## config.mk

```make
export PLATFORM = sky130hd
export DESIGN_NAME = multicycle_ctrl
export DESIGN_NICKNAME = d
export VERILOG_FILES = /design/src/rtl/mc_ctrl_pkg.sv /design/src/rtl/mc_alu_dec.sv /design/src/rtl/multicycle_ctrl.sv
export SDC_FILE = /design/constraint.sdc
export NUM_CORES = 1
export LEC_CHECK = 0
export BUFFER_PORTS_ARGS = -buffer_cell sky130_fd_sc_hd__buf_4
export CAP_MARGIN = 20
export CORE_UTILIZATION = 39
export DETAILED_ROUTE_END_ITERATION = 7
export PLACE_DENSITY = 0.78
export SLEW_MARGIN = 20
export SYNTH_ARGS = -nofsm -noshare
export SYNTH_HDL_FRONTEND = slang
export SYNTH_HIERARCHICAL = 1
export SYNTH_SLANG_ARGS = --single-unit
export TNS_END_PERCENT = 10
```

## constraint.sdc

```tcl
create_clock -name clk -period 2 [get_ports clk]
set_clock_uncertainty 0.2 [all_clocks]
set_input_delay 0.4 -clock clk [delete_from_list [all_inputs] [get_ports clk]]
set_output_delay 0.4 -clock clk [all_outputs]
set_load 0.01 [all_outputs]
```

## src/rtl/mc_ctrl_pkg.sv

```systemverilog
// mc_ctrl_pkg: shared constants for the multicycle MIPS-subset controller
//   state codes (4b), opcode/funct values and the datapath select encodings
package mc_ctrl_pkg;

    localparam logic [3:0] S_RST      = 4'd0;
    localparam logic [3:0] S_FETCH    = 4'd1;
    localparam logic [3:0] S_DECODE   = 4'd2;
    localparam logic [3:0] S_R_EXEC   = 4'd3;
    localparam logic [3:0] S_R_WB     = 4'd4;
    localparam logic [3:0] S_I_EXEC   = 4'd5;
    localparam logic [3:0] S_I_WB     = 4'd6;
    localparam logic [3:0] S_MEM_ADDR = 4'd7;
    localparam logic [3:0] S_MEM_RD   = 4'd8;
    localparam logic [3:0] S_MEM_WB   = 4'd9;
    localparam logic [3:0] S_MEM_WR   = 4'd10;
    localparam logic [3:0] S_BRANCH   = 4'd11;
    localparam logic [3:0] S_JUMP     = 4'd12;
    localparam logic [3:0] S_JAL      = 4'd13;
    localparam logic [3:0] S_JR       = 4'd14;
    localparam logic [3:0] S_HALT     = 4'd15;

    localparam logic [5:0] OP_R    = 6'b000000;
    localparam logic [5:0] OP_J    = 6'b000010;
    localparam logic [5:0] OP_JAL  = 6'b000011;
    localparam logic [5:0] OP_BEQ  = 6'b000100;
    localparam logic [5:0] OP_BNE  = 6'b000101;
    localparam logic [5:0] OP_ADDI = 6'b001000;
    localparam logic [5:0] OP_SLTI = 6'b001010;
    localparam logic [5:0] OP_LW   = 6'b100011;
    localparam logic [5:0] OP_SW   = 6'b101011;

    localparam logic [5:0] F_NOP = 6'b000000;
    localparam logic [5:0] F_JR  = 6'b001000;
    localparam logic [5:0] F_ADD = 6'b100000;
    localparam logic [5:0] F_SUB = 6'b100010;
    localparam logic [5:0] F_SLT = 6'b101010;

    localparam logic [2:0] ALU_ADD = 3'b000;
    localparam logic [2:0] ALU_SUB = 3'b001;
    localparam logic [2:0] ALU_SLT = 3'b010;

    localparam logic [1:0] PCS_ALU  = 2'b00;
    localparam logic [1:0] PCS_OUT  = 2'b01;
    localparam logic [1:0] PCS_JMP  = 2'b10;
    localparam logic [1:0] PCS_REGA = 2'b11;

    localparam logic [1:0] SRCB_B  = 2'b00;
    localparam logic [1:0] SRCB_4  = 2'b01;
    localparam logic [1:0] SRCB_SE = 2'b10;
    localparam logic [1:0] SRCB_SH = 2'b11;

    localparam logic [1:0] RD_RT = 2'b00;
    localparam logic [1:0] RD_RD = 2'b01;
    localparam logic [1:0] RD_31 = 2'b10;

    localparam logic [1:0] M2R_ALU = 2'b00;
    localparam logic [1:0] M2R_MDR = 2'b01;
    localparam logic [1:0] M2R_PC  = 2'b10;

endpackage

```

## src/rtl/mc_alu_dec.sv

```systemverilog
// mc_alu_dec: R-type funct to ALU operation decode (combinational)
//   funct  in  6  IR[5:0]
//   alu_op out 3  add/sub/slt; unknown functs fall back to add
module mc_alu_dec
    import mc_ctrl_pkg::*;
(
    input  logic [5:0] funct,
    output logic [2:0] alu_op
);

    always_comb alu_op = (funct == F_SUB) ? ALU_SUB : (funct == F_SLT) ? ALU_SLT : ALU_ADD;

endmodule

```

## src/rtl/multicycle_ctrl.sv

```systemverilog
// multicycle_ctrl: multicycle MIPS-subset control FSM with memory handshake and timeout
//   in : clk, rst_n (async, active-low), opcode[5:0], funct[5:0], zero, mem_ready
//   out: mem_read, mem_write, iord, ir_write, pc_en, pc_src[1:0], alu_src_a, alu_src_b[1:0],
//        alu_op[2:0], reg_dst[1:0], mem_to_reg[1:0], reg_write, illegal, mem_timeout,
//        cycle_cnt/instr_cnt[CNT_W-1:0] (live only with PERF_CNT_EN defined, else tied to 0)
//   WAIT_LIMIT: mem_ready wait cycles allowed per access before HALT (0 = unlimited)
module multicycle_ctrl
    import mc_ctrl_pkg::*;
#(
    parameter int WAIT_LIMIT = 15,
    parameter int CNT_W      = 32
) (
    input  logic             clk,
    input  logic             rst_n,
    input  logic [5:0]       opcode,
    input  logic [5:0]       funct,
    input  logic             zero,
    input  logic             mem_ready,
    output logic             mem_read,
    output logic             mem_write,
    output logic             iord,
    output logic             ir_write,
    output logic             pc_en,
    output logic [1:0]       pc_src,
    output logic             alu_src_a,
    output logic [1:0]       alu_src_b,
    output logic [2:0]       alu_op,
    output logic [1:0]       reg_dst,
    output logic [1:0]       mem_to_reg,
    output logic             reg_write,
    output logic             illegal,
    output logic             mem_timeout,
    output logic [CNT_W-1:0] cycle_cnt,
    output logic [CNT_W-1:0] instr_cnt
);

    localparam int WW = (WAIT_LIMIT > 1) ? $clog2(WAIT_LIMIT + 1) : 1;

    logic [3:0]    state_q, state_d;
    logic [WW-1:0] wait_q, wait_d;
    logic [2:0]    r_op;
    logic          mem_st;

    mc_alu_dec u_alu_dec (.funct(funct), .alu_op(r_op));

    always_comb begin
        state_d     = state_q;
        mem_read    = 1'b0;
        mem_write   = 1'b0;
        iord        = 1'b0;
        ir_write    = 1'b0;
        pc_en       = 1'b0;
        pc_src      = PCS_ALU;
        alu_src_a   = 1'b0;
        alu_src_b   = SRCB_B;
        alu_op      = ALU_ADD;
        reg_dst     = RD_RT;
        mem_to_reg  = M2R_ALU;
        reg_write   = 1'b0;
        illegal     = 1'b0;
        mem_timeout = 1'b0;
        case (state_q)
            S_RST: state_d = S_FETCH;
            S_FETCH: begin
                mem_read  = 1'b1;
                alu_src_b = SRCB_4;
                ir_write  = mem_ready;
                pc_en     = mem_ready;
                if (mem_ready) state_d = S_DECODE;
            end
            S_DECODE: begin
                // ALUOut captures the branch target while the opcode is dispatched
                alu_src_b = SRCB_SH;
                state_d   = S_FETCH;
                case (opcode)
                    OP_R: case (funct)
                        F_ADD, F_SUB, F_SLT: state_d = S_R_EXEC;
                        F_JR: state_d = S_JR;
                        F_NOP: ;
                        default: illegal = 1'b1;
                    endcase
                    OP_ADDI, OP_SLTI: state_d = S_I_EXEC;
                    OP_LW, OP_SW: state_d = S_MEM_ADDR;
                    OP_BEQ, OP_BNE: state_d = S_BRANCH;
                    OP_J: state_d = S_JUMP;
                    OP_JAL: state_d = S_JAL;
                    default: illegal = 1'b1;
                endcase
            end
            S_R_EXEC: begin
                alu_src_a = 1'b1;
                alu_op    = r_op;
                state_d   = S_R_WB;
            end
            S_R_WB: begin
                reg_dst   = RD_RD;
                reg_write = 1'b1;
                state_d   = S_FETCH;
            end
            S_I_EXEC: begin
                alu_src_a = 1'b1;
                alu_src_b = SRCB_SE;
                alu_op    = (opcode == OP_SLTI) ? ALU_SLT : ALU_ADD;
                state_d   = S_I_WB;
            end
            S_I_WB: begin
                reg_write = 1'b1;
                state_d   = S_FETCH;
            end
            S_MEM_ADDR: begin
                alu_src_a = 1'b1;
                alu_src_b = SRCB_SE;
                state_d   = (opcode == OP_LW) ? S_MEM_RD : S_MEM_WR;
            end
            S_MEM_RD: begin
                mem_read = 1'b1;
                iord     = 1'b1;
                if (mem_ready) state_d = S_MEM_WB;
            end
            S_MEM_WB: begin
                mem_to_reg = M2R_MDR;
                reg_write  = 1'b1;
                state_d    = S_FETCH;
            end
            S_MEM_WR: begin
                mem_write = 1'b1;
                iord      = 1'b1;
                if (mem_ready) state_d = S_FETCH;
            end
            S_BRANCH: begin
                alu_src_a = 1'b1;
                alu_op    = ALU_SUB;
                pc_src    = PCS_OUT;
                pc_en     = zero ^ (opcode == OP_BNE);
                state_d   = S_FETCH;
            end
            S_JUMP: begin
                pc_src  = PCS_JMP;
                pc_en   = 1'b1;
                state_d = S_FETCH;
            end
            S_JAL: begin
                pc_src     = PCS_JMP;
                pc_en      = 1'b1;
                reg_dst    = RD_31;
                mem_to_reg = M2R_PC;
                reg_write  = 1'b1;
                state_d    = S_FETCH;
            end
            S_JR: begin
                pc_src  = PCS_REGA;
                pc_en   = 1'b1;
                state_d = S_FETCH;
            end
            S_HALT: mem_timeout = 1'b1;
            default: state_d = S_RST;
        endcase
        // memory states only leave on mem_ready, so clearing whenever not waiting
        // is the same as clearing on state entry
        mem_st = (state_q == S_FETCH) || (state_q == S_MEM_RD) || (state_q == S_MEM_WR);
        wait_d = '0;
        if (mem_st && !mem_ready && WAIT_LIMIT != 0) begin
            if (wait_q == WW'(WAIT_LIMIT - 1)) state_d = S_HALT;
            else wait_d = wait_q + 1'b1;
        end
    end

    always_ff @(posedge clk or negedge rst_n) begin
        if (!rst_n) begin
            state_q <= S_RST;
            wait_q  <= '0;
        end else begin
            state_q <= state_d;
            wait_q  <= wait_d;
        end
    end

`ifdef PERF_CNT_EN
    logic [CNT_W-1:0] cycle_cnt_q, cycle_cnt_d, instr_cnt_q, instr_cnt_d;
    logic             retire;

    always_comb begin
        retire = (state_q == S_R_WB) || (state_q == S_I_WB) || (state_q == S_MEM_WB) ||
                 (state_q == S_MEM_WR && mem_ready) || (state_q == S_BRANCH) ||
                 (state_q == S_JUMP) || (state_q == S_JAL) || (state_q == S_JR) ||
                 (state_q == S_DECODE && opcode == OP_R && funct == F_NOP);
        cycle_cnt_d = cycle_cnt_q + 1'b1;
        instr_cnt_d = instr_cnt_q + CNT_W'(retire);
    end

    always_ff @(posedge clk or negedge rst_n) begin
        if (!rst_n) begin
            cycle_cnt_q <= '0;
            instr_cnt_q <= '0;
        end else begin
            cycle_cnt_q <= cycle_cnt_d;
            instr_cnt_q <= instr_cnt_d;
        end
    end

    assign cycle_cnt = cycle_cnt_q;
    assign instr_cnt = instr_cnt_q;
`else
    assign cycle_cnt = '0;
    assign instr_cnt = '0;
`endif

endmodule
```

# Yosys cells after proc, flatten, opt, wreduce, memory -nomap -nowiden
# Index checks and enable logic that the tools add are counted.
# word_totals
ff_bits	8
latchBits	0
ramBits	0
rom_bits	0
inputBits	16
elab_cells	83
n_memories	0
# op_classes
add_sub_neg	1
multipliers	0
n_div	0
order_cmp	0
eq_ne	28
shift	0
n_mux	30
bitwise	1
n_reduce_logical	21
# ops
operator	n
$eq 4x4->1 const B	9
$pmux 4 s8	1
$eq 6x6->1 const B	5
$mux 4	7
$pmux 4 s6	1
$eq 6x4->1 const B	3
$eq 4x3->1 const B	4
$reduce_or 8->1	2
$reduce_or 2->1	7
$eq 6x2->1 const B	2
$eq 6x3->1 const B	2
$logic_not 6->1	2
$pmux 2 s3	2
$mux 1	9
$pmux 3 s3	1
$eq 4x2->1 const B	2
$pmux 2 s2	2
$pmux 4 s2	1
$reduce_or 4->1	2
$mux 2	3
$reduce_or 3->1	2
$reduce_or 5->1	1
$add 4x1->4 const B	1
$eq 4x1->1 const B	1
other kinds (8)	9

# Logic depth before layout (Yosys ltp)
# Gate-level depths: netlist of the first run.
# depth
word_depth	7
depth_mapped	6
ltp_nobuf	6

# By module
# The synthesis of the first run kept the hierarchy.
# modules_own_cells
module	n_inst	cells_each	area_per_inst_um2	seq_area_each_um2
multicycle_ctrl	1	201	1471.4	200.2
mc_alu_dec	1	7	40.0	0.0

# Worst setup path after synthesis of the first run
# No wires, ideal clock.
# synth_timing
path_kind	input -> output
start	in opcode[2]
end	out alu_op[1]
t_arrival_ps	1595
required_ps	1400
path_slack_ps	-195
path_stages	4
path_buffers	1
path_cell_list	buf_2 > or4_4 > or3_1 > o21ai_2
# synth_via
elab_chain_cells	3
# synth_lines
element	line_no	source
start, declared	multicycle_ctrl.sv:15	input logic [5:0] opcode,
$eq 6x4->1	multicycle_ctrl.sv:103	alu_op = (opcode == OP_SLTI) ? ALU_SLT : ALU_ADD;
$mux 2	multicycle_ctrl.sv:103	
$pmux 3 s3	multicycle_ctrl.sv:62	case (state_q)
end, declared	multicycle_ctrl.sv:27	output logic [2:0] alu_op,
# Every way passes these cells.

# Worst setup path in the final report of the first run
# layout_timing
start	in opcode[0]
end	out alu_op[1]
# Same word-level chain as after synthesis.

==> results.yml, run 1 <==
detailed_routing:
  ant_nets: 0
  wire_per_inst_um: 10.2
  vias: 1367
  drt_iter0_markers: 68
  routed_wl_um: 3060
  drc: 0
  drt_first_pass_iters: 4
  viasPerCell: 4.54
global_routing:
  grt_pass1_vias: 1116
  antenna_found_initial: 0
  grt_max_degree: 16
  grt_pass1_wl_um: 4820
  gr-total-overflow: 0
  grt_usage_pct: 14.5
logic_synthesis:
  synth_fa_ha_area_share_pct: 1.66
  syn_avg_cell_area_um2: 7.27
  ys_types: 47
  synthFlopType: "dfrtp_1"
  synth_edf_count: 0
  syn_inst: 208
  synth_xor_area_share_pct: 3.48
  yosysWarnings: 6
  ys_seq_elements: 8
  synth_top_area_share_pct: 32.3
  synthMuxAreaShare_pct: 0
  synth_compound_area_share_pct: 16.3
  synth.area.top_cells: "buf_4 (32%), dfrtp_1 (13%), nor2_1 (4.0%)"
  synthSimpleGateAreaFrac_pct: 27.4
  synth_top_family_by_area: "buffers and inverters"
  synth_area_um2: 1510
  synth_area_leader_cell: "buf_4"
  synth-seq-area-share_pct: 13.2
  synthArstFlopShare_pct: 100
final_layout:
  layout-drive-gt1-share_pct: 28.9
  area_delta_synth_final_pct: 17.1
  final_cell_mix: "conb_1 (65), buf_4 (51), nor2_1 (16)"
  nets: 273
  utilization_pct: 48.0
  n_fill_cell: 371
  postLayoutCellArea_um2: 1770
  final_common_cell: "conb_1"
  antennaDiodeCount: 0
timing:
  slew_violations: 0
  finalHoldViolations: 0
  finalSetupViolations: 3
  period_minus_slack_ns: 2.29
  max_freq_ghz: 0.436
  post-route-period-util_pct: 115
  maxSlewHeadroom_pct: 57.8
  final.setup.worst_slack_ns: -0.291
  rsz0062_at_grt: "true"
  worstMarginPinSlew_ns: 0.625
floorplan:
  start_util_pct: 41.0
  core_um2: 3690
  num_rows: 22
  dieWidth_um: 64.3
  die-area_um2: 4130
  io_pins: 100
  dieHeight_um: 64.3
hold_path:
  hold-path-endpoint: "wait_q[0]"
  holdPathStages: 1
  min_path_type: "flop to flop"
  hp-start: "wait_q[0]"
pwr:
  p_leak_nw: 0.894
  p_total_mw: 1.42
  p_per_area_nw_per_um2: 805
  peakVddDrop_v: 0.000281
worst_setup_path:
  endpoint_kind: "output pin"
  reg2reg_to: "wait_q[3]"
  reg2reg_slack_ns: 0.22
  r2r_cells: 3
  path_class: "input pin to output pin"
  cp.arrival_ns: 1.69
  critPathMaxFanout: 4
  cp.required_ns: 1.40
  crit_path_max_incr_delay_ns: 0.56
  critPathSlowestCell: "or4_4"
  r2r-start: "state_q[3]"
  worstSetupStartpointType: "input pin"
  crit_path_cell_trace: "buf_6, or4_4, or3_4, o21ai_2, buf_4"
clock_tree:
  clkTransAtPathRegs_ns: 0.04
  cts.path.max_buffers: 2
  root_buffer: "clkbuf_8"
  tritoncts: "yes"
  htree_levels: 1
  cts_made_buffers: 3
  clk_latency_ns: 0.23
  cts.sinks: 8
outcome:
  violations: "negative setup slack"
  status: "finished, violations left"
placement:
  place_area_um2: 1670
  place_congestion: 0.853
  io_buffer_count: 34
  preCtsSetupSlack_ns: -0.300
  dp_hpwl_um: 2420
run:
  maxCapViolations: 0
[how the worst max path moves through the flow]
| stage | end | cells past startpoint | start |
|---|---|---|---|
| after detailed placement | alu_op[1] | 5 | opcode[0] |
| after CTS | alu_op[1] | 5 | opcode[0] |
| after global routing | alu_op[1] | 5 | opcode[0] |
| final | alu_op[1] | 5 | opcode[0] |
| after floorplan | alu_op[1] | 4 | opcode[2] |
| after global placement | alu_op[1] | 5 | opcode[0] |
[timing repair]
| item | CTS | global route |
|---|---|---|
| setup buffers | 0 | 0 |
| hold buffers | 1 | 0 |
| gates resized for setup | 7 | 7 |
| endpoints found under the hold margin | 8 | 0 |
| pin swaps | 1 | 0 |
| endpoints found under the setup margin | 8 | 11 |
[through the flow]
step | std cells | hold slack (ns) | TNS, ns
after global placement | 297 | 0.0207 | -0.694
final | 301 | 0.295 | -0.619
after global routing | 301 | 0.314 | -0.930
after detailed placement | 297 | 0.0220 | -0.736
after floorplan | 271 | -0.0956 | -0.282
after CTS | 301 | 0.301 | -0.597
[logic make-up (layout without fill, tap and decap cells)]
logic type / after synthesis / count (layout)
buf+inv: 81 / 63
fa+ha+maj: 2 / 2
xor+xnor: 6 / 6
compound gates: 37 / 37
flops: 8 / 8
simple gates: 72 / 72
other cells: 2 / 65
[per-layer routing]
metal / part of all wire, % / global-route usage [%] / up-vias
li1: - / - / 677
met1: 44 / 18.6 / 620
met2: 48 / 23.8 / 63
met3: 5.2 / 1.43 / 7
met4: 2.4 / 7.22 / 0
met5: 0 / 0 / -
[synthesized netlist by cell type (all sizes together), types with 2 or more instances]
cell    instances
or3             2
a21oi           8
xnor2           3
inv             5
and2            3
o31ai           2
nand4b          2
o21a            2
nor2b           3
o211ai          3
clkbuf          7
nand2           8
o22ai           2
nor2           16
o21ai           9
a21boi          2
nand2b          8
and2b           2
nor3           11
a211oi          2
xor2            3
a31oi           3
conb            2
and3            4
dfrtp           8
ha              2
buf            69
nor4            4
[report_power, final]
part,internal [mW],total [mW],switching [mW]
Combinational,0.448,0.926,0.478
Clock,0.131,0.197,0.0660
Sequential,0.211,0.302,0.0910
Total,0.789,1.42,0.635
[state kept, by name, indices dropped and copies added, names as in the netlist]
signal / cells
state_q: 4
wait_q: 4
[area by class of cell]
type	instances	area, um2	area share, %
Inverter	5	18.8	1.06
Sequential cell	8	204	11.5
Clock buffer	3	41.3	2.33
Tap cell	48	60.1	3.39
Timing Repair Buffer	55	427	24.1
Multi-Input combinational cell	182	1020	57.6
[critical path: cells and delay by family]
family                 cells  cell delay [ns]
buffers and inverters      2             0.22
and+or+nand+nor            2             0.95
AOI/OAI and AO/OA          1             0.12
Note: power is estimated with default switching activity, not from simulation.
==> run 2, diff against run 1 <==
--- a/config.mk
+++ b/config.mk
@@ -5,9 +5,11 @@
 export SDC_FILE = /design/constraint.sdc
 export NUM_CORES = 1
 export LEC_CHECK = 0
+export ABC_AREA = 1
 export BUFFER_PORTS_ARGS = -buffer_cell sky130_fd_sc_hd__buf_4
 export CAP_MARGIN = 20
-export CORE_UTILIZATION = 39
+export CORE_UTILIZATION = 38
+export CTS_CLUSTER_DIAMETER = 40
 export DETAILED_ROUTE_END_ITERATION = 7
 export PLACE_DENSITY = 0.78
 export SLEW_MARGIN = 20
==> run 2 against run 1 <==
Total power decreased by 8.3%; sequential power decreased by 6%; critical path depth increased by 1; routed wire length decreased by 7.2%; highest routed layer unchanged; largest cell class unchanged; worst setup slack improved by 0.32 ns; combinational power decreased by 9.5%; the run now ends clean; critical endpoint is now pc_en.
==> results.yml, run 2 <==
logic_synthesis:
  synth_top_area_share_pct: 33.9
  syn_inst: 239
  synth_area_leader_cell: "buf_4"
  synthFlopType: "dfrtp_1"
  ys_seq_elements: 8
  synth_top_cells_by_count: "buf_4 (65), nand2_1 (45), nor2_1 (34)"
  synth.area.top_cells: "buf_4 (34%), dfrtp_1 (14%), nand2_1 (12%)"
  synthArstFlopShare_pct: 100
  syn_avg_cell_area_um2: 6.03
  synth_area_um2: 1440
  synth-seq-area-share_pct: 13.9
  synth_edf_count: 0
  ys_types: 25
  synth_most_common_cell: "buf_4"
  yosysWarnings: 6
global_routing:
  grt_pass1_wl_um: 4810
  grt_max_degree: 9
  gr-total-overflow: 0
  grt_pass1_vias: 1129
  antenna_found_initial: 0
  grt_usage_pct: 14.6
floorplan:
  die-area_um2: 4040
  start_util_pct: 39.3
  dieHeight_um: 63.6
  core_um2: 3660
  io_pins: 100
  num_rows: 22
  dieWidth_um: 63.6
timing:
  max_freq_ghz: 0.508
  finalHoldViolations: 0
  period_minus_slack_ns: 1.97
  tns_ns: 0
  post-route-period-util_pct: 98.5
  rsz0062_at_grt: "true"
  slew_violations: 0
  finalSetupViolations: 0
detailed_routing:
  ant_nets: 0
  drt_first_pass_iters: 4
  vias: 1291
  top_layer_used: "met4"
  drc: 0
  wl_met2_um: 1400
  viasPerCell: 3.94
  routed_wl_um: 2840
  drt_iter0_markers: 34
  dr_wl_met3_um: 175
  wl_met1_um: 1240
  wire_per_inst_um: 8.66
hold_path:
  min_path_type: "flop to flop"
final_layout:
  antennaDiodeCount: 0
  n_fill_cell: 404
  reg.largest.list: "state_q (4), wait_q (4)"
  final_cell_mix: "conb_1 (65), nand2_1 (44), buf_4 (39)"
  area_delta_synth_final_pct: 13.6
  final_common_cell: "conb_1"
  layout-drive-gt1-share_pct: 26.8
  nets: 300
  finalNonFillerCells: 328
clock_tree:
  clk_latency_ns: 0.22
  clkTransAtPathRegs_ns: 0.04
  cts.sinks: 8
  cts_made_buffers: 3
  root_buffer: "clkbuf_8"
  cts.path.max_buffers: 2
  tritoncts: "yes"
  htree_levels: 1
pwr:
  seq_power_share_pct: 21.8
  p_switching_uw: 631
  p_clk_share_pct: 14.1
  switching_share_pct: 48.3
  p_leak_nw: 1.04
  p_int_uw: 675
  peakVddDrop_v: 0.000263
  p_per_area_nw_per_um2: 798
  combPwrFrac_pct: 64.2
placement:
  dp_hpwl_um: 2430
  dp.cells: 322
  io_buffer_count: 34
  place_congestion: 0.875
worst_setup_path:
  cp.buffers_inverters: 3
  crit_family: "flip-flops"
  crit_path_max_incr_delay_ns: 0.46
  critPathMaxFanout: 6
  path_class: "flop to output pin"
  endpoint_kind: "output pin"
  cp.arrival_ns: 1.37
  cp.required_ns: 1.40
  critPathSlowestCell: "dfrtp_2"
  worstSetupStartpointType: "flop"
  crit_path_cell_trace: "nand2_2, clkinv_2, nor2_1, inv_1, nand3_1, buf_4"
outcome:
  status: "finished, final reports clean"
run:
  maxCapViolations: 0
==> run 2: changes by cell type in the layout (fill, tap and decap cells not counted), moves of 6 or more <==
cell,previous run,this run
nor2_1,16,29
nand2b_1,6,0
nand3_1,1,18
inv_1,4,26
nor2_2,0,9
nor3_1,9,1
nand2_2,0,6
buf_4,51,39
a21oi_1,8,2
nand2_1,8,44
==> run 2: path summary, 6_finish.rpt <==
check	from	endpoint	slack [ns]	cells after the start
setup / recovery	state_q[1]	pc_en	0.03	6
hold / removal	wait_q[0]	wait_q[0]	0.29	1
setup reg to reg	state_q[2]	state_q[0]	0.54	8
hold reg to reg	wait_q[0]	wait_q[0]	0.29	1
max in group asynchronous	rst_n	state_q[3]	1.12	2
min in group asynchronous	rst_n	wait_q[2]	0.34	2
==> run 2: worst register-to-register path: stages (launching register included) <==
cell     delay (ns)
dfrtp_2        0.44
inv_2          0.10
nand2_2        0.10
inv_1          0.11
nand2_1        0.05
o21ai_1        0.07
nand3_1        0.08
nor2_1         0.10
nand3_1        0.08
==> run 2: logic make-up (layout without fill, tap and decap cells) <==
| logic type | count (synthesis) | in the layout | share of synthesized area [%] |
|---|---|---|---|
| simple gates | 118 | 118 | 36.8 |
| buf+inv | 98 | 76 | 42.6 |
| compound gates | 9 | 9 | 3.30 |
| flops | 8 | 8 | 13.9 |
| fa+ha+maj | 2 | 2 | 1.74 |
| other cells | 2 | 65 | 0.521 |
| xor+xnor | 2 | 2 | 1.22 |
==> run 2: stage by stage <==
stage	power [mW]	setup WS [ns]	instance area, um2	hold slack [ns]	util, %
after detailed placement	1.03	0.0503	1530	0.0213	41.7
after global placement	1.02	0.0700	1530	0.0180	41.7
after global routing	1.43	-0.0263	1640	0.335	44.7
after CTS	1.23	-0.0118	1580	0.293	43.3
after floorplan	0.828	0.297	1680	-0.0956	-
final	1.31	0.0305	1640	0.288	44.7
==> run 2: timing repair <==
action / in CTS / in global routing
cloned: 0 / 0
setup endpoints to repair: 3 / 10
hold endpoints to repair: 8 / 0
hold buffers: 1 / 0
gates resized for setup: 3 / 16
setup buffers: 0 / 2
pin swaps: 0 / 1
==> run 2: area by class of cell <==
| class | instances | area [um2] | share of cell area, % |
|---|---|---|---|
| Timing Repair Buffer | 40 | 303 | 18.5 |
| Inverter | 33 | 128 | 7.80 |
| Clock buffer | 3 | 41.3 | 2.52 |
| Multi-Input combinational cell | 196 | 898 | 54.9 |
| Sequential cell | 8 | 205 | 12.5 |
| Tap cell | 48 | 60.1 | 3.67 |
==> run 2: power by group through the flow <==
stage	Clock (mW)	Combinational [mW]	Sequential, mW
finish	0.184	0.838	0.284
floorplan	0	0.574	0.254
global placement	0	0.753	0.268
detailed placement	0	0.761	0.268
CTS	0.190	0.769	0.270
global route	0.206	0.932	0.292
==> run 2: per-layer routing <==
layer,track usage (%),up-vias
li1,-,677
met1,18.2,545
met2,25.1,65
met3,1.45,4
met4,6.53,0
met5,0,-
